<file path="src/rtl/modbus_rtu_tx_control_if.sv">
// Request, data-fetch and UART/RS-485 signals of the Modbus RTU request framer.
// The master side is the host plus UART; the slave side is the framer.
interface modbus_rtu_tx_control_if;
    logic        start;
    logic        write_en;
    logic [7:0]  adr;
    logic [15:0] reg_addr;
    logic [7:0]  n_regs;
    logic [15:0] data_in;
    logic        data_req;
    logic [7:0]  data_idx;
    logic        tx_busy;
    logic [7:0]  byte_out;
    logic        byte_strb;
    logic        DE;
    logic        busy;
    logic        done;
    logic        req_error;

    modport master (
        output start, write_en, adr, reg_addr, n_regs, data_in, tx_busy,
        input  data_req, data_idx, byte_out, byte_strb, DE, busy, done, req_error
    );

    modport slave (
        input  start, write_en, adr, reg_addr, n_regs, data_in, tx_busy,
        output data_req, data_idx, byte_out, byte_strb, DE, busy, done, req_error
    );
endinterface

</file>
<file path="src/rtl/modbus_rtu_tx_control.sv">
// Modbus RTU master request framer: builds 0x03 / 0x10 frames with CRC-16/Modbus,
// paces bytes to the UART and drives the RS-485 driver enable with lead/tail guard times.
module modbus_rtu_tx_control #(
    parameter int unsigned clk_freq_MHz   = 80,
    parameter int unsigned frame_gap_us   = 2000,
    parameter int unsigned de_lead_cycles = 16,
    parameter int unsigned de_tail_cycles = 16
) (
    input  logic                    clk,
    input  logic                    reset_n,
    modbus_rtu_tx_control_if.slave  bus
);

    localparam int unsigned GAP_W = 20;
    localparam int unsigned TMR_W = 16;
    localparam int unsigned CNT_W = 9;

    localparam logic [GAP_W-1:0] GAP_COUNT = GAP_W'(clk_freq_MHz * frame_gap_us);
    localparam logic [TMR_W-1:0] LEAD_INIT = TMR_W'(de_lead_cycles);
    // TAIL is entered one cycle after the last byte completes, so it runs one cycle short.
    localparam logic [TMR_W-1:0] TAIL_INIT = TMR_W'((de_tail_cycles > 0) ? de_tail_cycles - 1 : 0);
    localparam logic [7:0]       MAX_RD    = 8'd125;
    localparam logic [7:0]       MAX_WR    = 8'd123;

    typedef enum logic [2:0] {
        S_IDLE, S_GAP, S_LEAD, S_LOAD, S_FETCH, S_SEND, S_WAIT, S_TAIL
    } state_t;

    state_t             state_q, state_d;
    logic [GAP_W-1:0]   gap_cnt_q, gap_cnt_d;
    logic [TMR_W-1:0]   timer_q, timer_d;
    logic [CNT_W-1:0]   byte_cnt_q, byte_cnt_d;
    logic               wr_q, wr_d;
    logic [7:0]         adr_q, adr_d;
    logic [15:0]        reg_q, reg_d;
    logic [7:0]         n_q, n_d;
    logic [15:0]        word_q, word_d;
    logic [15:0]        crc_q, crc_d;
    logic               wait_first_q, wait_first_d;
    logic [7:0]         data_idx_q, data_idx_d;
    logic [7:0]         byte_out_q, byte_out_d;
    logic               byte_strb_q, byte_strb_d;
    logic               de_q, de_d;
    logic               busy_q, busy_d;
    logic               done_q, done_d;
    logic               req_error_q, req_error_d;
    logic               data_req_q, data_req_d;

    logic [CNT_W-1:0]   frame_len;
    logic [CNT_W-1:0]   crc_lo_idx;
    logic               in_data;
    logic               is_data_hi;
    logic               is_data_lo;
    logic               is_crc;
    logic               start_legal;
    logic [7:0]         sel_byte;

    // One byte of CRC-16/Modbus (reflected polynomial 0xA001).
    function automatic logic [15:0] crc_step(input logic [15:0] crc, input logic [7:0] b);
        logic [15:0] r;
        r = crc ^ {8'h00, b};
        for (int i = 0; i < 8; i++) begin
            r = r[0] ? ((r >> 1) ^ 16'hA001) : (r >> 1);
        end
        return r;
    endfunction

    assign bus.byte_out  = byte_out_q;
    assign bus.byte_strb = byte_strb_q;
    assign bus.DE        = de_q;
    assign bus.busy      = busy_q;
    assign bus.done      = done_q;
    assign bus.req_error = req_error_q;
    assign bus.data_req  = data_req_q;
    assign bus.data_idx  = data_idx_q;

    // Byte classification for the current frame position.
    always_comb begin
        frame_len   = wr_q ? (CNT_W'(9) + {n_q, 1'b0}) : CNT_W'(8);
        crc_lo_idx  = frame_len - CNT_W'(2);
        in_data     = wr_q && (byte_cnt_q >= CNT_W'(7)) && (byte_cnt_q < crc_lo_idx);
        is_data_hi  = in_data && byte_cnt_q[0];
        is_data_lo  = in_data && !byte_cnt_q[0];
        is_crc      = (byte_cnt_q >= crc_lo_idx);
        start_legal = (bus.n_regs != 8'd0) &&
                      (bus.write_en ? (bus.n_regs <= MAX_WR) : (bus.n_regs <= MAX_RD));
    end

    // Header / data_lo / CRC byte mux; data_hi bytes come straight from data_in in FETCH.
    always_comb begin
        sel_byte = 8'h00;
        if (byte_cnt_q == crc_lo_idx) begin
            sel_byte = crc_q[7:0];
        end else if (byte_cnt_q > crc_lo_idx) begin
            sel_byte = crc_q[15:8];
        end else if (is_data_lo) begin
            sel_byte = word_q[7:0];
        end else begin
            case (byte_cnt_q)
                CNT_W'(0): sel_byte = adr_q;
                CNT_W'(1): sel_byte = wr_q ? 8'h10 : 8'h03;
                CNT_W'(2): sel_byte = reg_q[15:8];
                CNT_W'(3): sel_byte = reg_q[7:0];
                CNT_W'(4): sel_byte = 8'h00;
                CNT_W'(5): sel_byte = n_q;
                CNT_W'(6): sel_byte = {n_q[6:0], 1'b0};
                default:   sel_byte = 8'h00;
            endcase
        end
    end

    // Next-state and output logic.
    always_comb begin
        state_d      = state_q;
        gap_cnt_d    = (gap_cnt_q < GAP_COUNT) ? (gap_cnt_q + GAP_W'(1)) : gap_cnt_q;
        timer_d      = timer_q;
        byte_cnt_d   = byte_cnt_q;
        wr_d         = wr_q;
        adr_d        = adr_q;
        reg_d        = reg_q;
        n_d          = n_q;
        word_d       = word_q;
        crc_d        = crc_q;
        wait_first_d = wait_first_q;
        data_idx_d   = data_idx_q;
        byte_out_d   = byte_out_q;
        byte_strb_d  = 1'b0;
        de_d         = de_q;
        done_d       = 1'b0;
        req_error_d  = 1'b0;
        data_req_d   = 1'b0;

        unique case (state_q)
            S_IDLE: begin
                if (bus.start) begin
                    if (start_legal) begin
                        wr_d       = bus.write_en;
                        adr_d      = bus.adr;
                        reg_d      = bus.reg_addr;
                        n_d        = bus.n_regs;
                        byte_cnt_d = '0;
                        data_idx_d = '0;
                        crc_d      = 16'hFFFF;
                        state_d    = S_GAP;
                    end else begin
                        req_error_d = 1'b1;
                    end
                end
            end
            S_GAP: begin
                if (gap_cnt_q >= GAP_COUNT) begin
                    de_d    = 1'b1;
                    timer_d = LEAD_INIT;
                    state_d = S_LEAD;
                end
            end
            S_LEAD: begin
                if (timer_q <= TMR_W'(1)) begin
                    state_d = S_LOAD;
                end else begin
                    timer_d = timer_q - TMR_W'(1);
                end
            end
            S_LOAD: begin
                if (is_data_hi) begin
                    state_d = S_FETCH;
                end else begin
                    byte_out_d  = sel_byte;
                    byte_strb_d = 1'b1;
                    state_d     = S_SEND;
                end
            end
            S_FETCH: begin
                word_d      = bus.data_in;
                byte_out_d  = bus.data_in[15:8];
                byte_strb_d = 1'b1;
                state_d     = S_SEND;
            end
            S_SEND: begin
                if (!is_crc) begin
                    crc_d = crc_step(crc_q, byte_out_q);
                end
                if (is_data_lo) begin
                    data_idx_d = data_idx_q + 8'd1;
                end
                byte_cnt_d   = byte_cnt_q + CNT_W'(1);
                wait_first_d = 1'b1;
                state_d      = S_WAIT;
            end
            S_WAIT: begin
                // The UART raises tx_busy up to one cycle late, so the first WAIT cycle is blind.
                if (wait_first_q) begin
                    wait_first_d = 1'b0;
                end else if (!bus.tx_busy) begin
                    if (byte_cnt_q == frame_len) begin
                        timer_d = TAIL_INIT;
                        state_d = S_TAIL;
                    end else begin
                        data_req_d = is_data_hi;
                        state_d    = S_LOAD;
                    end
                end
            end
            S_TAIL: begin
                if (timer_q <= TMR_W'(1)) begin
                    de_d    = 1'b0;
                    done_d  = 1'b1;
                    state_d = S_IDLE;
                end else begin
                    timer_d = timer_q - TMR_W'(1);
                end
            end
            default: state_d = S_IDLE;
        endcase

        if (de_q && !de_d) begin
            gap_cnt_d = '0;
        end
        busy_d = (state_d != S_IDLE);
    end

    // State and output registers; the silence counter starts saturated.
    always_ff @(posedge clk or negedge reset_n) begin
        if (!reset_n) begin
            state_q      <= S_IDLE;
            gap_cnt_q    <= GAP_COUNT;
            timer_q      <= '0;
            byte_cnt_q   <= '0;
            wr_q         <= 1'b0;
            adr_q        <= '0;
            reg_q        <= '0;
            n_q          <= '0;
            word_q       <= '0;
            crc_q        <= 16'hFFFF;
            wait_first_q <= 1'b0;
            data_idx_q   <= '0;
            byte_out_q   <= '0;
            byte_strb_q  <= 1'b0;
            de_q         <= 1'b0;
            busy_q       <= 1'b0;
            done_q       <= 1'b0;
            req_error_q  <= 1'b0;
            data_req_q   <= 1'b0;
        end else begin
            state_q      <= state_d;
            gap_cnt_q    <= gap_cnt_d;
            timer_q      <= timer_d;
            byte_cnt_q   <= byte_cnt_d;
            wr_q         <= wr_d;
            adr_q        <= adr_d;
            reg_q        <= reg_d;
            n_q          <= n_d;
            word_q       <= word_d;
            crc_q        <= crc_d;
            wait_first_q <= wait_first_d;
            data_idx_q   <= data_idx_d;
            byte_out_q   <= byte_out_d;
            byte_strb_q  <= byte_strb_d;
            de_q         <= de_d;
            busy_q       <= busy_d;
            done_q       <= done_d;
            req_error_q  <= req_error_d;
            data_req_q   <= data_req_d;
        end
    end

endmodule

</file>
<file path="src/flat_wrapper.sv">
// flat-port wrapper written by rule: the top's interface ports become plain ports
module modbus_rtu_tx_control_flat 
#(
    parameter int unsigned clk_freq_MHz   = 80,
    parameter int unsigned frame_gap_us   = 2000,
    parameter int unsigned de_lead_cycles = 16,
    parameter int unsigned de_tail_cycles = 16
)
  (clk, reset_n, bus_start, bus_write_en, bus_adr, bus_reg_addr, bus_n_regs, bus_data_in, bus_tx_busy, bus_data_req, bus_data_idx, bus_byte_out, bus_byte_strb, bus_DE, bus_busy, bus_done, bus_req_error);
  modbus_rtu_tx_control_if bus_i ();
  input  logic clk;
  input  logic reset_n;
  input wire logic [$bits(bus_i.start)-1:0] bus_start;
  input wire logic [$bits(bus_i.write_en)-1:0] bus_write_en;
  input wire logic [$bits(bus_i.adr)-1:0] bus_adr;
  input wire logic [$bits(bus_i.reg_addr)-1:0] bus_reg_addr;
  input wire logic [$bits(bus_i.n_regs)-1:0] bus_n_regs;
  input wire logic [$bits(bus_i.data_in)-1:0] bus_data_in;
  input wire logic [$bits(bus_i.tx_busy)-1:0] bus_tx_busy;
  output wire logic [$bits(bus_i.data_req)-1:0] bus_data_req;
  output wire logic [$bits(bus_i.data_idx)-1:0] bus_data_idx;
  output wire logic [$bits(bus_i.byte_out)-1:0] bus_byte_out;
  output wire logic [$bits(bus_i.byte_strb)-1:0] bus_byte_strb;
  output wire logic [$bits(bus_i.DE)-1:0] bus_DE;
  output wire logic [$bits(bus_i.busy)-1:0] bus_busy;
  output wire logic [$bits(bus_i.done)-1:0] bus_done;
  output wire logic [$bits(bus_i.req_error)-1:0] bus_req_error;
  assign bus_i.start = bus_start;
  assign bus_i.write_en = bus_write_en;
  assign bus_i.adr = bus_adr;
  assign bus_i.reg_addr = bus_reg_addr;
  assign bus_i.n_regs = bus_n_regs;
  assign bus_i.data_in = bus_data_in;
  assign bus_i.tx_busy = bus_tx_busy;
  assign bus_data_req = bus_i.data_req;
  assign bus_data_idx = bus_i.data_idx;
  assign bus_byte_out = bus_i.byte_out;
  assign bus_byte_strb = bus_i.byte_strb;
  assign bus_DE = bus_i.DE;
  assign bus_busy = bus_i.busy;
  assign bus_done = bus_i.done;
  assign bus_req_error = bus_i.req_error;
  modbus_rtu_tx_control #(.clk_freq_MHz(clk_freq_MHz), .frame_gap_us(frame_gap_us), .de_lead_cycles(de_lead_cycles), .de_tail_cycles(de_tail_cycles)) u_core (.clk(clk), .reset_n(reset_n), .bus(bus_i));
endmodule
</file>
<file path="config.mk">
export PLATFORM = sky130hd
export DESIGN_NAME = modbus_rtu_tx_control_flat
export DESIGN_NICKNAME = d
export VERILOG_FILES = /design/src/rtl/modbus_rtu_tx_control_if.sv /design/src/rtl/modbus_rtu_tx_control.sv /design/src/flat_wrapper.sv
export SDC_FILE = /design/constraint.sdc
export NUM_CORES = 1
export LEC_CHECK = 0
export ABC_AREA = 0
export CAP_MARGIN = 5
export CORE_UTILIZATION = 57
export CTS_CLUSTER_DIAMETER = 100
export DETAILED_ROUTE_END_ITERATION = 12
export PLACE_DENSITY_LB_ADDON = 0.25
export SLEW_MARGIN = 30
export SYNTH_ARGS = -nofsm -noshare
export SYNTH_HDL_FRONTEND = slang
export SYNTH_SLANG_ARGS = --single-unit
</file>
<file path="constraint.sdc">
create_clock -name clk -period 3.5 [get_ports clk]
set_input_delay 0.7 -clock clk [delete_from_list [all_inputs] [get_ports clk]]
set_output_delay 0.7 -clock clk [all_outputs]
set_load 0.05 [all_outputs]
</file>
==> Word-level counts from Yosys, hierarchy flattened <==
Index checks and enable logic that the tools add are counted.
Widths: inputs -> output; s select.
{ "classes": {"n_addsub": 6, "order_cmp": 9, "eq_ne": 24, "mux": 61, "bitwise_logic": 9, "n_reduce_logical": 24} }
{ "ops": {"columns": ["operator", "n"], "rows": [
  ["$mux 16", 16],
  ["$mux 8", 7],
  ["$pmux 16 s3", 1],
  ["$pmux 8 s6", 1],
  ["$mux 20", 2],
  ["$pmux 16 s2", 1],
  ["$pmux 8 s2", 2],
  ["$mux 9", 3],
  ["$mux 3", 8],
  ["$not 2->3", 8],
  ["$pmux 3 s8", 1],
  ["$add 20x1->20 const B", 1],
  ["$ge 20x18->1 const B", 1],
  ["$lt 20x18->1 const B", 1],
  ["$eq 9x2->1 const B", 2],
  ["$eq 9x3->1 const B", 2],
  ["$eq 9x9->1", 2],
  ["$pmux 9 s2", 1],
  ["$le 16x1->1 const B", 1],
  ["$le 8x7->1 const B", 2],
  ["$sub 16x1->16 const B", 1],
  ["$xor 16x8->16", 1],
  ["$mux 1", 14],
  ["$eq 3x3->1 const B", 4],
  ["27 further kinds", 50]
]} }
{ "totals": {"regBits": 128, "in_bits": 53, "out_inout_bits": 22, "wordCells": 152} }

==> Longest topological paths before layout <==
Gate-level depths: netlist of the first run.
{ "logic_depth": {"ltp_word": 19, "depth_mapped": 16, "mapped_depth_nobuf": 15} }

==> Least setup slack after synthesis of the first run <==
OpenSTA, ideal clock, no wires.
{ "synth_timing": {"path_type": "register -> register", "from": "register u_core.n_q[3]", "to": "register u_core.data_idx_q[7], in the netlist u_core.bus.data_idx[7]", "setup_time_ns": 0.120, "t_arrival_ns": 3.118, "required_time_ns": 3.380, "slack_ns": 0.262, "stages_incl_launch_ff": 15, "n_path_buf": 0, "period_less_slack_ns": 3.238, "cell_sequence": "dfrtp_1 ha_1 xor2_1 nor3_1 nor2b_1 nand3b_1 xnor2_1 ha_1 a211oi_1 o211ai_1 o22a_1 o31a_1 nor3b_1 a31oi_1 a41o_1"} }
{ "synth_via": {"elab_chain_len": 8} }
{ "synth_lines": {"columns": ["item", "line_no", "text"], "rows": [
  ["from (decl)", "modbus_rtu_tx_control.sv:36", "logic [7:0] n_q, n_d;"],
  ["from (signal assigned)", "modbus_rtu_tx_control.sv:252", "n_q <= n_d;"],
  ["$add 4x9->9", "modbus_rtu_tx_control.sv:79", "frame_len = wr_q ? (CNT_W'(9) + {n_q, 1'b0}) : CNT_W'(8);"],
  ["$mux 9", "modbus_rtu_tx_control.sv:79", null],
  ["$sub 9x2->9", "modbus_rtu_tx_control.sv:80", "crc_lo_idx = frame_len - CNT_W'(2);"],
  ["$lt 9x9->1", "modbus_rtu_tx_control.sv:81", "in_data = wr_q && (byte_cnt_q >= CNT_W'(7)) && (byte_cnt_q < crc_lo_idx);"],
  ["$logic_and 1x1->1", "modbus_rtu_tx_control.sv:81", null],
  ["$logic_and 1x1->1", "modbus_rtu_tx_control.sv:83", "is_data_lo = in_data && !byte_cnt_q[0];"],
  ["$ne 2x1->1 (no source line)", null, null],
  ["$reduce_and 4->1 (no source line)", null, null],
  ["to (signal assigned)", "modbus_rtu_tx_control.sv:256", "data_idx_q <= data_idx_d;"],
  ["to (decl)", "modbus_rtu_tx_control.sv:40", "logic [7:0] data_idx_q, data_idx_d;"]
]} }
Every way passes these cells.
A chain may end at the register's enable or synchronous reset.

==> Worst setup path after layout of the first run <==
{ "layout_timing": {"from": "register u_core.n_q[3]", "to": "register u_core.data_idx_q[3], in the netlist u_core.bus.data_idx[3]"} }
The elaborated chain is that of the path after synthesis.

==> metrics.md, run 1 <==
| Metric | Value |
|---|---|
| Clock Skews | `around 0.0075 ns` |
| Filler cell count in the final layout | `between 800 and 900` |
| Average detailed-routed wire length per instance | `16.85 um` |
| Most frequent cells after synthesis | `sky130_fd_sc_hd__nand2_1 (167), sky130_fd_sc_hd__dfrtp_1 (107), sky130_fd_sc_hd__nor2_1 (69)` |
| Number of buffers inserted during clock tree synthesis | `17` |
| Critical path buffers and inverters | `2` |
| Placeable Area | `11960 sq um` |
| Overall via count from detail_route | `around 5900` |
| Outcome | `complete, no violations` |
| Clock-pin slew reported for the worst setup and hold paths after clock tree synthesis | `0.06 ns` |
| Final routed wirelength across all metal layers | `~17 mm` |
| Top Metal Used | `met4` |
| Count of inserted antenna diode cells | `0` |
| Area share of the largest cell type after synthesis | `a little under two fifths` |
| Detailed-router iteration count before antenna repair | `6` |
| Synth area leader | `sky130_fd_sc_hd__dfrtp_1` |
| Number of DRC markers in iteration 0 | `between 400 and 500` |
| Mean post-synth cell area | `between 9 and 10 sq um` |
| Filler-free cell count of the finished design | `around 1000` |
| Achievable clock frequency | `between 200 and 300 MHz` |
| Endpoint type of the worst setup path | `flop` |
| Via density per instance | `between 5 and 6` |
| Clock sink count | `around 130` |
| H-tree depth | `4` |
| CTS tree | `built` |
| Flip-flop and latch count after synthesis | `~130` |
| Final worst-path cycle share | `96.95%` |
| Sw power | `roughly 650 uW` |
| DRC viols | `0` |
| Half-perimeter wire length after placement | `11.74 mm` |
| Critical path startpoint category | `flop` |
| Data required, critical path | `around 3.8 ns` |
| Die footprint | `roughly 13000 sq um` |
| Congestion Overflow GR | `0` |
| Max Buffers Root-to-Sink | `2` |
| Post-CTS setup-driven buffer insertion count | `0` |
| Relative slew slack | `roughly 37%` |
| Number of pins exceeding their max-slew limit in the final report | `0` |
| Met2 wire len | `8.485 mm` |
| Path class of the lowest-slack min-delay path | `primary input to async pin` |
| Ports | `75` |
| Final estimated routing congestion in global placement | `0.9248` |
| FFs w/ async S/R, synth | `100.0%` |
| Shortest clock period the worst path allows after layout | `3.393 ns` |
| Placed instance count | `roughly 970` |
| Most numerous cell in the Yosys netlist | `sky130_fd_sc_hd__nand2_1` |
| CTS Hold Bufs | `0` |
| Arrival @ worst endpoint | `between 3 and 4 ns` |
| Highest ir drop seen on vdd | `just under 0.0004 V` |
| Post-synthesis instance area | `6973 sq um` |
| Leakage power of the design | `around 0.0038 uW` |
| Number of enable-type register cells in the synthesized netlist | `0` |
| Fraction of power spent switching nets | `about a fifth` |
| Worst-path cell chain | `buf_4, nand3_1, mux2i_1, nor2b_2, nand3b_1, xnor2_1, ha_1, a211oi_1, o211ai_1, o22a_2, o31a_1, buf_4, or3_1, a21oi_1` |
| Sequential power share | `43.8%` |
| Most common cell type on the critical path | `sky130_fd_sc_hd__buf_4` |
| Hold Fails Final Rpt | `0` |
| Skew-Pair Late Insertion Delay | `roughly 0.42 ns` |
| Crit-path slowest cell | `sky130_fd_sc_hd__mux2i_1` |
| Final core utilization | `a little under three quarters` |
| Synth-to-layout area growth | `22.79%` |
| Net total in the final layout | `roughly 920` |
| Die Wd | `between 100 and 150 um` |
| Final hold slack | `0.2650 ns` |
| Cells after synthesis | `between 700 and 800` |
| Count of antenna-violating nets left after detailed routing | `0` |
| Placement Setup Slack | `-0.03475 ns` |
| Initial antenna violation count | `0` |
| Clock network fraction of design power | `~53%` |
| Routed metal-1 wirelength | `between 7 and 8 mm` |
| Maxcap violations | `0` |
| First-pass GRT wire length | `roughly 28 mm` |
| Pin count of the biggest net entering global routing | `between 50 and 60` |
| Share of cells above drive strength 1 | `10.59%` |
| Synth warn | `0` |
| Final number of setup-violating endpoints | `0` |
| Global Route Usage Sum | `about 28%` |
| Syn nets | `about 840` |
| Proportion of synthesized chip area in sequential cells | `between 40% and 50%` |
| Family with the most delay on the worst path | `compound AO/OA/AOI/OAI gates` |
| Critical Path Fanout Max | `10` |
| Starting utilization of the core area | `roughly 58%` |
| Largest incremental delay on the critical path | `0.46 ns` |
| P_int | `about 2700 uW` |
| Final setup slack of the worst path | `approximately 0.11 ns` |
| Die H | `about 110 um` |
| Logic pwr share | `under 10%` |
| Library cells used by synthesis | `63` |
| Most used DFF post-synth | `sky130_fd_sc_hd__dfrtp_1` |
| Transition at the pin with the smallest max-transition slack | `0.9424 ns` |
| Number of core rows | `40` |
| Port buffer count | `74` |
| Via count of the first global-routing pass | `5923` |
| Area contributors post-synth | `sky130_fd_sc_hd__dfrtp_1 (38%), sky130_fd_sc_hd__nand2_1 (9.0%), sky130_fd_sc_hd__dfstp_2 (7.9%), sky130_fd_sc_hd__xnor2_1 (5.1%), sky130_fd_sc_hd__nor2_1 (3.7%)` |
| Routed length on met3 | `around 890 um` |
| Clk Tree Root Cell | `sky130_fd_sc_hd__clkbuf_16` |
| Worst Path Class, Setup | `flop to flop` |
| Cell Pwr Density | `395.5 nW/um^2` |
[cell type report]
| class | instances | area, sq um | share of cell area, % |
|---|---|---|---|
| clock buffers | 27 | 503.0 | 5.875 |
| clock inverters | 5 | 102.6 | 1.198 |
| inverters | 18 | 67.56 | 0.7891 |
| multi-input cells | 586 | 3567 | 41.66 |
| flip-flops and latches | 128 | 3229 | 37.72 |
| well taps | 147 | 183.9 | 2.148 |
| repair buffers | 95 | 908.4 | 10.61 |
[stage by stage]
step	total power, uW	TNS [ns]	cell area [sq um]
finish	3386	0	8562
global route	3483	-0.04996	8562
global placement	1604	0	7924
CTS	3406	0	8534
floorplan	1511	0	6973
detailed placement	1606	-0.03475	7924
[kinds of logic (layout without fill, tap and decap cells)]
family          count (synthesis)  in the layout  share of synthesized area, %
simple gates                  347            347                         22.59
compound gates                139            139                         14.09
flops                         128            128                         46.31
xor+xnor                       70             70                         8.792
buf+inv                        54            145                         3.104
fa+ha+maj                      20             20                         3.589
mux                            10             10                         1.525
[registers in the layout, indices dropped and copies added (netlist names)]
register and flops:
u_core.gap_cnt_q 20, u_core.crc_q 16, u_core.reg_q 16, u_core.timer_q 16, u_core.byte_cnt_q 9, u_core.adr_q 8, u_core.bus.byte_out 8, u_core.bus.data_idx 8
u_core.n_q 8, u_core.word_q 8, u_core.state_q 3, u_core.bus.DE 1, u_core.bus.busy 1, u_core.bus.byte_strb 1, u_core.bus.data_req 1, u_core.bus.done 1
u_core.bus.req_error 1, u_core.wait_first_q 1, u_core.wr_q 1
[power groups by stage]
stage | sequential [uW] | clock, uW | combinational [uW]
floorplan | 1510 | 0 | 2.99
global placement | 1510 | 0 | 97.1
detailed placement | 1510 | 0 | 99.1
CTS | 1480 | 1820 | 100
global route | 1480 | 1890 | 108
finish | 1480 | 1810 | 97.3
[what timing repair did]
item	CTS	global route
pin swaps	0	0
endpoints found under the setup margin	1	22
resized for setup	1	7
[worst paths after layout]
kind	startpoint	endpoint	slack [ns]	cells after the start
max reg2reg	u_core.n_q[3]	u_core.bus.data_idx[3]	0.11	14
min	reset_n	u_core.timer_q[5]	0.26	1
min reg2reg	u_core.adr_q[1]	u_core.adr_q[1]	0.48	2
min in group clk	u_core.adr_q[1]	u_core.adr_q[1]	0.48	2
max in group asynchronous	reset_n	u_core.wr_q	2.41	2
max	u_core.n_q[3]	u_core.bus.data_idx[3]	0.11	14
[cell usage in the layout (no fill, tap or decap), types with 5 or more instances in the layout]
| cell | synthesis | layout |
|---|---|---|
| sky130_fd_sc_hd__nand2_1 | 167 | 167 |
| sky130_fd_sc_hd__nor3_1 | 17 | 14 |
| sky130_fd_sc_hd__dfrtp_1 | 107 | 107 |
| sky130_fd_sc_hd__o31ai_1 | 7 | 7 |
| sky130_fd_sc_hd__or3_1 | 7 | 7 |
| sky130_fd_sc_hd__nor2b_1 | 8 | 7 |
| sky130_fd_sc_hd__mux2i_1 | 8 | 8 |
| sky130_fd_sc_hd__nor2_1 | 69 | 68 |
| sky130_fd_sc_hd__nor4_1 | 8 | 8 |
| sky130_fd_sc_hd__o21ai_0 | 25 | 25 |
| sky130_fd_sc_hd__a21oi_1 | 35 | 35 |
| sky130_fd_sc_hd__clkbuf_1 | 34 | 6 |
| sky130_fd_sc_hd__nand3_1 | 19 | 19 |
| sky130_fd_sc_hd__ha_1 | 20 | 19 |
| sky130_fd_sc_hd__xor2_1 | 29 | 29 |
| sky130_fd_sc_hd__xnor2_1 | 41 | 41 |
| sky130_fd_sc_hd__clkdlybuf4s50_1 | 0 | 73 |
| sky130_fd_sc_hd__a22oi_1 | 6 | 6 |
| sky130_fd_sc_hd__o22a_1 | 17 | 16 |
| sky130_fd_sc_hd__inv_1 | 18 | 18 |
| sky130_fd_sc_hd__dfstp_2 | 21 | 21 |
| sky130_fd_sc_hd__nand4_1 | 12 | 12 |
| sky130_fd_sc_hd__a222oi_1 | 7 | 7 |
| sky130_fd_sc_hd__buf_4 | 1 | 21 |
| sky130_fd_sc_hd__and3_1 | 10 | 10 |
| sky130_fd_sc_hd__clkbuf_16 | 0 | 17 |
| sky130_fd_sc_hd__o211ai_1 | 5 | 5 |
| sky130_fd_sc_hd__and2_1 | 7 | 7 |
[per-layer routing]
layer / up-vias / track usage [%]
li1: 2825 / -
met1: 2881 / 36.70
met2: 196 / 46.21
met3: 36 / 7.235
met4: 0 / 10.76
met5: - / 0
No activity file was read; power rests on OpenSTA's default activity.
==> inputs of run 2 (changes only) <==
- SETUP_SLACK_MARGIN: not set -> 0.15
==> metrics.md, run 2 (synthesis gave the netlist of run 1 again) <==
| Metric | Value |
|---|---|
| Relative slew slack | `37.09% (+0.50 points)` |
| Highest ir drop seen on vdd | `0.0003919 V (about the same)` |
| Final routed wirelength across all metal layers | `17.21 mm (+1.5%)` |
| Net total in the final layout | `921 (+0.22%)` |
| Share of cells above drive strength 1 | `11.50% (+0.90 points)` |
| Sw power | `655.3 uW (+0.31%)` |
| Skew-Pair Late Insertion Delay | `0.42 ns (about the same)` |
| Critical path startpoint category | `flop` |
| Transition at the pin with the smallest max-transition slack | `0.9350 ns (-0.007391 ns)` |
| Critical Path Fanout Max | `7 (-3)` |
| Clk Tree Root Cell | `sky130_fd_sc_hd__clkbuf_16` |
| Starting utilization of the core area | `58.29% (unchanged)` |
| Number of pins exceeding their max-slew limit in the final report | `0 (unchanged)` |
| Final core utilization | `72.17% (+0.59 points)` |
| Half-perimeter wire length after placement | `11.74 mm (unchanged)` |
| Fraction of power spent switching nets | `19.34% (+0.050 points)` |
| CTS tree | `built` |
| P_int | `2732 uW (about the same)` |
| Data required, critical path | `3.84 ns (about the same)` |
| Cell Pwr Density | `392.5 nW/um^2 (-0.76%)` |
| Placed instance count | `974 (unchanged)` |
| Most frequent standard cell in the layout excluding fill and tap cells | `sky130_fd_sc_hd__nand2_1` |
| Ports | `75 (unchanged)` |
| Initial antenna violation count | `0 (unchanged)` |
| Placeable Area | `11960 sq um (unchanged)` |
| Congestion Overflow GR | `0 (unchanged)` |
| Detailed-router iteration count before antenna repair | `5 (-1)` |
| Clock network fraction of design power | `53.4% (about the same)` |
| Final estimated routing congestion in global placement | `0.9248 (unchanged)` |
| Outcome | `complete, no violations` |
| Worst Setup SP | `u_core.n_q[3]` |
| Clock-pin slew reported for the worst setup and hold paths after clock tree synthesis | `0.06 ns (about the same)` |
| First-pass GRT wire length | `28.43 mm (about the same)` |
| Die Wd | `112.6 um (unchanged)` |
| Global Route Usage Sum | `28.45% (about the same)` |
| Hold Fails Final Rpt | `0 (unchanged)` |
| Endpoint type of the worst setup path | `flop` |
| Final worst-path cycle share | `93.85% (-3.1 points)` |
| Port buffer count | `74 (unchanged)` |
| Number of buffers inserted during clock tree synthesis | `17 (unchanged)` |
| Final number of setup-violating endpoints | `0 (unchanged)` |
| Register with the highest flop count | `u_core.gap_cnt_q` |
| Count of inserted antenna diode cells | `0 (unchanged)` |
| Worst Path Class, Setup | `flop to flop` |
| Die H | `112.6 um (unchanged)` |
| Logic pwr share | `2.9% (about the same)` |
| Maxcap violations | `0 (unchanged)` |
| Average detailed-routed wire length per instance | `17.07 um (+1.3%)` |
| Sequential power share | `43.8% (about the same)` |
| Via density per instance | `5.947 (+0.76%)` |
| Clock sink count | `128 (unchanged)` |
| Max Buffers Root-to-Sink | `2 (unchanged)` |
| Achievable clock frequency | `304.4 MHz (+3.3%)` |
| Launch instance of the worst register-to-register path | `u_core.n_q[3]` |
| Path class of the lowest-slack min-delay path | `primary input to async pin` |
| Die footprint | `12680 sq um (unchanged)` |
| Count of antenna-violating nets left after detailed routing | `0 (unchanged)` |
| Clock Skews | `0.007820 ns (+0.0003405 ns)` |
| Leakage power of the design | `0.003786 uW (about the same)` |
| Number of DRC markers in iteration 0 | `419 (+3.7%)` |
| Filler-free cell count of the finished design | `1008 (+0.20%)` |
| CTS Hold Bufs | `0 (unchanged)` |
| Arrival @ worst endpoint | `3.63 ns (-0.10 ns)` |
| H-tree depth | `4 (unchanged)` |
| Overall via count from detail_route | `5995 (+0.96%)` |
| Synth-to-layout area growth | `23.79%` |
| Shortest clock period the worst path allows after layout | `3.285 ns (-0.1087 ns)` |
| Via count of the first global-routing pass | `5929 (+0.10%)` |
| Pin count of the biggest net entering global routing | `58 (unchanged)` |
| Final Total Pwr | `3388 uW (about the same)` |
| RSZ-0062 raised after global routing | `false` |
| Most frequent cells in the layout | `sky130_fd_sc_hd__nand2_1 (167), sky130_fd_sc_hd__dfrtp_1 (106), sky130_fd_sc_hd__clkdlybuf4s50_1 (73)` |
| Number of core rows | `40 (unchanged)` |
| DRC viols | `0 (unchanged)` |
| Max reg flops | `20 (unchanged)` |
## run 2: changes by cell type in the layout (fill, tap and decap cells not counted), sizes merged
cell and delta:
buf +2
## run 2: layer usage
layer,GRT usage [%],vias up,share of wire (%)
li1,-,2834,-
met1,36.70,2915,42
met2,46.26,205,51
met3,7.235,41,4.6
met4,10.76,0,2.7
met5,0,-,0
## run 2: through the flow
stage,TNS (ns),hold slack [ns],setup slack (ns),area (sq um)
CTS,0,0.2779,0.1759,8543
global route,0,0.2934,0.05401,8632
floorplan,0,0.4044,0.2616,6973
finish,0,0.2613,0.2153,8632
global placement,0,0.4590,0.1208,7924
detailed placement,-0.03475,0.4655,-0.03475,7924
## run 2: final timing paths
| check | endpoint | slack [ns] | depth (start not counted) |
|---|---|---|---|
| worst max-delay path | u_core.bus.data_idx[3] | 0.22 | 14 |
| worst min-delay path | u_core.timer_q[5] | 0.26 | 1 |
| worst max register to register | u_core.bus.data_idx[3] | 0.22 | 14 |
| worst min register to register | u_core.adr_q[1] | 0.48 | 2 |
| max in group asynchronous | u_core.wr_q | 2.39 | 2 |
| min in group clk | u_core.adr_q[1] | 0.48 | 2 |
## run 2: power groups by stage
stage	Combinational, uW	Clock [uW]	Sequential (uW)
global route	108	1890	1480
floorplan	2.99	0	1510
detailed placement	99.1	0	1510
CTS	100	1820	1480
global placement	97.1	0	1510
finish	97.3	1810	1480
## run 2: repair_timing
item | CTS | global route
hold endpoints to repair | 0 | 0
resized for setup | 4 | 17
endpoints found under the setup margin | 10 | 18
pin swaps | 0 | 8
setup buffers | 0 | 1
gates cloned | 0 | 1
## run 2: critical path: stages (launching register included)
cell	delay [ns]
sky130_fd_sc_hd__dfrtp_1	0.41
sky130_fd_sc_hd__buf_4	0.17
sky130_fd_sc_hd__nand3_2	0.11
sky130_fd_sc_hd__mux2i_4	0.32
sky130_fd_sc_hd__nor2b_4	0.07
sky130_fd_sc_hd__buf_4	0.14
sky130_fd_sc_hd__nand2_1	0.07
sky130_fd_sc_hd__xor2_1	0.19
sky130_fd_sc_hd__ha_1	0.27
sky130_fd_sc_hd__o21a_1	0.18
sky130_fd_sc_hd__o22a_2	0.27
sky130_fd_sc_hd__o31a_1	0.37
sky130_fd_sc_hd__buf_6	0.16
sky130_fd_sc_hd__or3_1	0.35
sky130_fd_sc_hd__a21oi_1	0.13
## run 2: area by class of cell
| type | count | area (sq um) |
|---|---|---|
| Multi-Input combinational cell | 586 | 3616 |
| Fill cell | 867 | 3329 |
| Sequential cell | 128 | 3231 |
| Timing Repair Buffer | 97 | 928.4 |
| Clock buffer | 27 | 503.0 |
| Tap cell | 147 | 183.9 |
| Clock inverter | 5 | 102.6 |
| Inverter | 18 | 67.56 |
==> inputs of run 3 (changes only) <==
- MAX_ROUTING_LAYER: not set -> met4
==> metrics.md, run 3 (synthesis gave the netlist of run 1 again) <==
| Metric | Value |
|---|---|
| Placeable Area | `11960 sq um (unchanged)` |
| Leakage power of the design | `0.003781 uW (-0.12%)` |
| Register with the highest flop count | `u_core.gap_cnt_q` |
| Shortest clock period the worst path allows after layout | `3.182 ns (-0.1026 ns)` |
| Clock sink count | `128 (unchanged)` |
| R2R depth | `14 (unchanged)` |
| Number of core rows | `40 (unchanged)` |
| Starting utilization of the core area | `58.29% (unchanged)` |
| First-pass GRT wire length | `28.77 mm (+1.2%)` |
| Hold Fails Final Rpt | `0 (unchanged)` |
| Outcome | `complete, no violations` |
| Number of buffers inserted during clock tree synthesis | `17 (unchanged)` |
| Worst Path Class, Setup | `flop to flop` |
| Path class of the lowest-slack min-delay path | `primary input to async pin` |
| Synth-to-layout area growth | `23.88% (about the same)` |
| Logic pwr share | `2.8% (about the same)` |
| Final worst-path cycle share | `90.92% (-2.9 points)` |
| Most frequent standard cell in the layout excluding fill and tap cells | `sky130_fd_sc_hd__nand2_1` |
| Die H | `112.6 um (unchanged)` |
| Number of DRC markers in iteration 0 | `509 (+21%)` |
| Arrival @ worst endpoint | `3.49 ns (-0.14 ns)` |
| RSZ-0062 raised after global routing | `true` |
| Max reg flops | `20 (unchanged)` |
| H-tree depth | `4 (unchanged)` |
| Fraction of power spent switching nets | `19.62% (+0.28 points)` |
| P_int | `2762 uW (+1.1%)` |
| Ports | `75 (unchanged)` |
| Data required, critical path | `3.80 ns (-0.04 ns)` |
| Global Route Usage Sum | `29.36% (+0.91 points)` |
| Cell Pwr Density | `397.9 nW/um^2 (+1.4%)` |
| Clk Tree Root Cell | `sky130_fd_sc_hd__clkbuf_16` |
| Port buffer count | `74 (unchanged)` |
| Skew-Pair Late Insertion Delay | `0.42 ns (about the same)` |
| Transition at the pin with the smallest max-transition slack | `0.9357 ns (+0.0006785 ns)` |
| Sw power | `674.4 uW (+2.9%)` |
| Die footprint | `12680 sq um (unchanged)` |
| Achievable clock frequency | `314.3 MHz (+3.2%)` |
| Average detailed-routed wire length per instance | `17.10 um (+0.15%)` |
| Sequential power share | `43.1% (-0.7 points)` |
| Via density per instance | `5.988 (+0.68%)` |
| Overall via count from detail_route | `6018 (+0.38%)` |
| Most frequent cells in the layout | `sky130_fd_sc_hd__nand2_1 (167), sky130_fd_sc_hd__dfrtp_1 (105), sky130_fd_sc_hd__clkdlybuf4s50_1 (73)` |
| Post-CTS setup-driven buffer insertion count | `0 (unchanged)` |
| Congestion Overflow GR | `0 (unchanged)` |
| Detailed-router iteration count before antenna repair | `6 (+1)` |
| CTS tree | `built` |
| Via count of the first global-routing pass | `5981 (+0.88%)` |
| Count of antenna-violating nets left after detailed routing | `0 (unchanged)` |
| Critical path startpoint category | `flop` |
| Final number of setup-violating endpoints | `0 (unchanged)` |
| Half-perimeter wire length after placement | `11.77 mm (+0.31%)` |
| Count of inserted antenna diode cells | `0 (unchanged)` |
| Max Buffers Root-to-Sink | `2 (unchanged)` |
| Initial antenna violation count | `0 (unchanged)` |
| Clock-pin slew reported for the worst setup and hold paths after clock tree synthesis | `0.06 ns (about the same)` |
| DRC viols | `0 (unchanged)` |
| Endpoint type of the worst setup path | `flop` |
| Final Total Pwr | `3437 uW (+1.4%)` |
| Maxcap violations | `0 (unchanged)` |
| Clock network fraction of design power | `54.1% (+0.7 points)` |
| Net total in the final layout | `918 (-0.33%)` |
| Pin count of the biggest net entering global routing | `88 (+52%)` |
| Final routed wirelength across all metal layers | `17.19 mm (-0.15%)` |
| Highest ir drop seen on vdd | `0.0003253 V (-17%)` |
| Final estimated routing congestion in global placement | `0.9394 (+1.6%)` |
| Clock Skews | `0.005901 ns (-0.001919 ns)` |
| Relative slew slack | `37.05% (-0.046 points)` |
| Critical Path Fanout Max | `7 (unchanged)` |
| Die Wd | `112.6 um (unchanged)` |
| CTS Hold Bufs | `0 (unchanged)` |
| Share of cells above drive strength 1 | `11.66% (+0.16 points)` |
| Final hold slack | `0.2808 ns (+0.01950 ns)` |
| Number of pins exceeding their max-slew limit in the final report | `0 (unchanged)` |
[run 3: cell types whose count changed in the layout (fill, tap and decap cells not counted), moves of 2 or more]
| cell | delta |
|---|---|
| sky130_fd_sc_hd__clkbuf_1 | -3 |
| sky130_fd_sc_hd__buf_4 | -2 |
| sky130_fd_sc_hd__clkbuf_8 | -2 |
| sky130_fd_sc_hd__clkinv_2 | +2 |
[run 3: per-stage QoR]
stage                     worst slack [ns]  std cells  util, %  setup TNS (ns)  instance area (sq um)
after global placement              0.1184        973    66.18               0                   7916
after global routing                0.1515       1005    72.22               0                   8638
after floorplan                     0.2616        768        -               0                   6973
final                               0.3179       1005    72.22               0                   8638
after CTS                           0.1632       1005    71.49               0                   8551
after detailed placement          -0.02403        973    66.18        -0.02403                   7916
[run 3: final timing paths]
kind                                 startpoint                      to  slack [ns]
worst max register to register    u_core.n_q[3]  u_core.bus.data_idx[7]        0.32
min in group clk                u_core.reg_q[1]         u_core.reg_q[1]        0.48
worst min-delay path                    reset_n  u_core.bus.data_idx[4]        0.28
worst max-delay path              u_core.n_q[3]  u_core.bus.data_idx[7]        0.32
max in group asynchronous               reset_n         u_core.crc_q[4]        2.35
worst min register to register  u_core.reg_q[1]         u_core.reg_q[1]        0.48
[run 3: metal layers]
metal	track usage (%)	vias up	wire, um
li1	-	2821	-
met1	37.06	2939	7416
met2	46.17	215	8526
met3	6.317	43	771
met4	11.73	0	471
met5	-	-	0
[run 3: layout make-up]
| cell class | count | area, sq um |
|---|---|---|
| Timing Repair Buffer | 94 | 908.4 |
| Tap cell | 147 | 183.9 |
| Clock buffer | 22 | 464.2 |
| Clock inverter | 10 | 158.9 |
| Multi-Input combinational cell | 586 | 3623 |
| Fill cell | 865 | 3323 |
| Sequential cell | 128 | 3232 |
| Inverter | 18 | 67.56 |
[run 3: critical path, stage by stage (launching register included)]
cell and delay, ns:
sky130_fd_sc_hd__dfrtp_1 0.41, sky130_fd_sc_hd__ha_4 0.20, sky130_fd_sc_hd__nand3_1 0.09, sky130_fd_sc_hd__xor2_1 0.20, sky130_fd_sc_hd__nor2_2 0.09, sky130_fd_sc_hd__nand3b_1 0.19
sky130_fd_sc_hd__xnor2_1 0.19, sky130_fd_sc_hd__ha_2 0.31, sky130_fd_sc_hd__nand2_1 0.07, sky130_fd_sc_hd__o211ai_1 0.08, sky130_fd_sc_hd__o22a_2 0.25, sky130_fd_sc_hd__o31a_1 0.36
sky130_fd_sc_hd__nor3b_2 0.29, sky130_fd_sc_hd__a31oi_1 0.12, sky130_fd_sc_hd__a41o_1 0.22
[run 3: power by group through the flow]
stage	Clock, uW	Combinational [uW]	Sequential (uW)
after floorplan	0	2.99	1510
after global placement	0	96.1	1510
after detailed placement	0	98.3	1510
after CTS	1880	98.5	1480
after global routing	1940	106	1480
final	1860	96.6	1480
[run 3: repair_timing]
action                     4_1_cts  5_1_grt
pin swaps                        0       11
setup endpoints to repair        5       33
resized for setup                3       19
==> patch 1 (settings of run 2) <==
Change the localparam `GAP_W` from 20 to 10.
--- a/src/rtl/modbus_rtu_tx_control.sv
+++ b/src/rtl/modbus_rtu_tx_control.sv
@@ -13,3 +13,3 @@
 
-    localparam int unsigned GAP_W = 20;
+    localparam int unsigned GAP_W = 10;
     localparam int unsigned TMR_W = 16;
Formal check against the unedited RTL: no difference found for any inputs over 10 cycles, from zero or initial values and one cycle with reset_n low; that may be too few to reach the edited logic, so the function may still have changed.
==> patch 1 against run 2 <==
  * Routed wire length rose by 0.27%
  * Design area is 3.7% lower
  * Clock skew increased by 0.0017 ns
  * Setup slack improved by 0.030 ns
  * Area after synthesis is 4.1% lower
  * Sequential cell count shrank 10
Power is not compared: it rests on default switching activity, and its combinational part moved more than twofold at a synthesized area within 25%.
==> patch 1: results <==
sta:
  fin_skew_ns: 0.00951
  slew_headroom_pct: 45.8
logic_synthesis:
  synth_compound_area_share_pct: 16.0
  ys_top_cells_by_count: "153 x nand2_1, 101 x dfrtp_1, 87 x nor2_1, 48 x a21oi_1, 39 x clkbuf_1"
  synth_area_leaders: "dfrtp_1 38%, nand2_1 8.6%, dfstp_2 6.7%"
  synth-seq-area-share_pct: 44.5
  synth.mux.area_fraction_pct: 2.41
  synth_cell_types: 62
  synthCells: 766
  yosys.area_share.adder_pct: 3.56
  synthXorXnorAreaFrac_pct: 7.06
  syn_nets: 838
clock_network:
  cts_sinks: 118
  cts_resized: 5
drt:
  avgRoutedWirePerCell_um: 17.4
  route.met2.wl_um: 8610
  via_count: 5978
  wl_met3_um: 943
  drt_iter0_markers: 569
  viasPerCell: 6.02
  m1WireLength_um: 7210
global_route:
  grt_use_met1_pct: 36.5
  grt_pass1_vias: 5869
  grt_pass1_wl_um: 27900
  use_met2_pct: 50.7
  grt_start_max_net_pins: 74
layout:
  nNetsFinal: 909
  final_util_pct: 72.8
  layout.nonclk_buf_share_pct: 11.3
  clock_cell_area_share_pct: 7.48
  seqCellArea_um2: 2980
  fillCellCount: 849
worst_setup_path:
  slowest_stage: "or4_4"
  critPathMaxFanout: 8
  arrival_ns: 3.56
  critPathMaxStageDelay_ns: 0.61
  rr_worst_depth: 12
outcome:
  status: "complete, no violations"
placed_design:
  gp_congestion: 0.901
  place_area_um2: 7650
==> patch 1: cell types whose count changed after synthesis, sizes merged, moves of 7 or more <==
cell / delta
a221oi: +11
mux2: +7
nor2: +18
xnor2: -13
o22a: -12
a31oi: +11
nand2: -15
a21oi: +13
==> patch 1: worst paths after layout <==
| path | start | to | slack [ns] |
|---|---|---|---|
| max in group asynchronous | reset_n | u_core.crc_q[11]$_DFFE_PN1P_ | 2.38 |
| min reg2reg | u_core.reg_q[14]$_DFFE_PN0P_ | u_core.reg_q[14]$_DFFE_PN0P_ | 0.48 |
| min in group clk | u_core.reg_q[14]$_DFFE_PN0P_ | u_core.reg_q[14]$_DFFE_PN0P_ | 0.48 |
| max | u_core.n_q[2]$_DFFE_PN0P_ | u_core.bus.byte_out[1]$_DFFE_PN0P_ | 0.25 |
| max reg2reg | u_core.n_q[2]$_DFFE_PN0P_ | u_core.bus.byte_out[1]$_DFFE_PN0P_ | 0.25 |
| min | reset_n | u_core.timer_q[6]$_DFFE_PN0P_ | 0.28 |
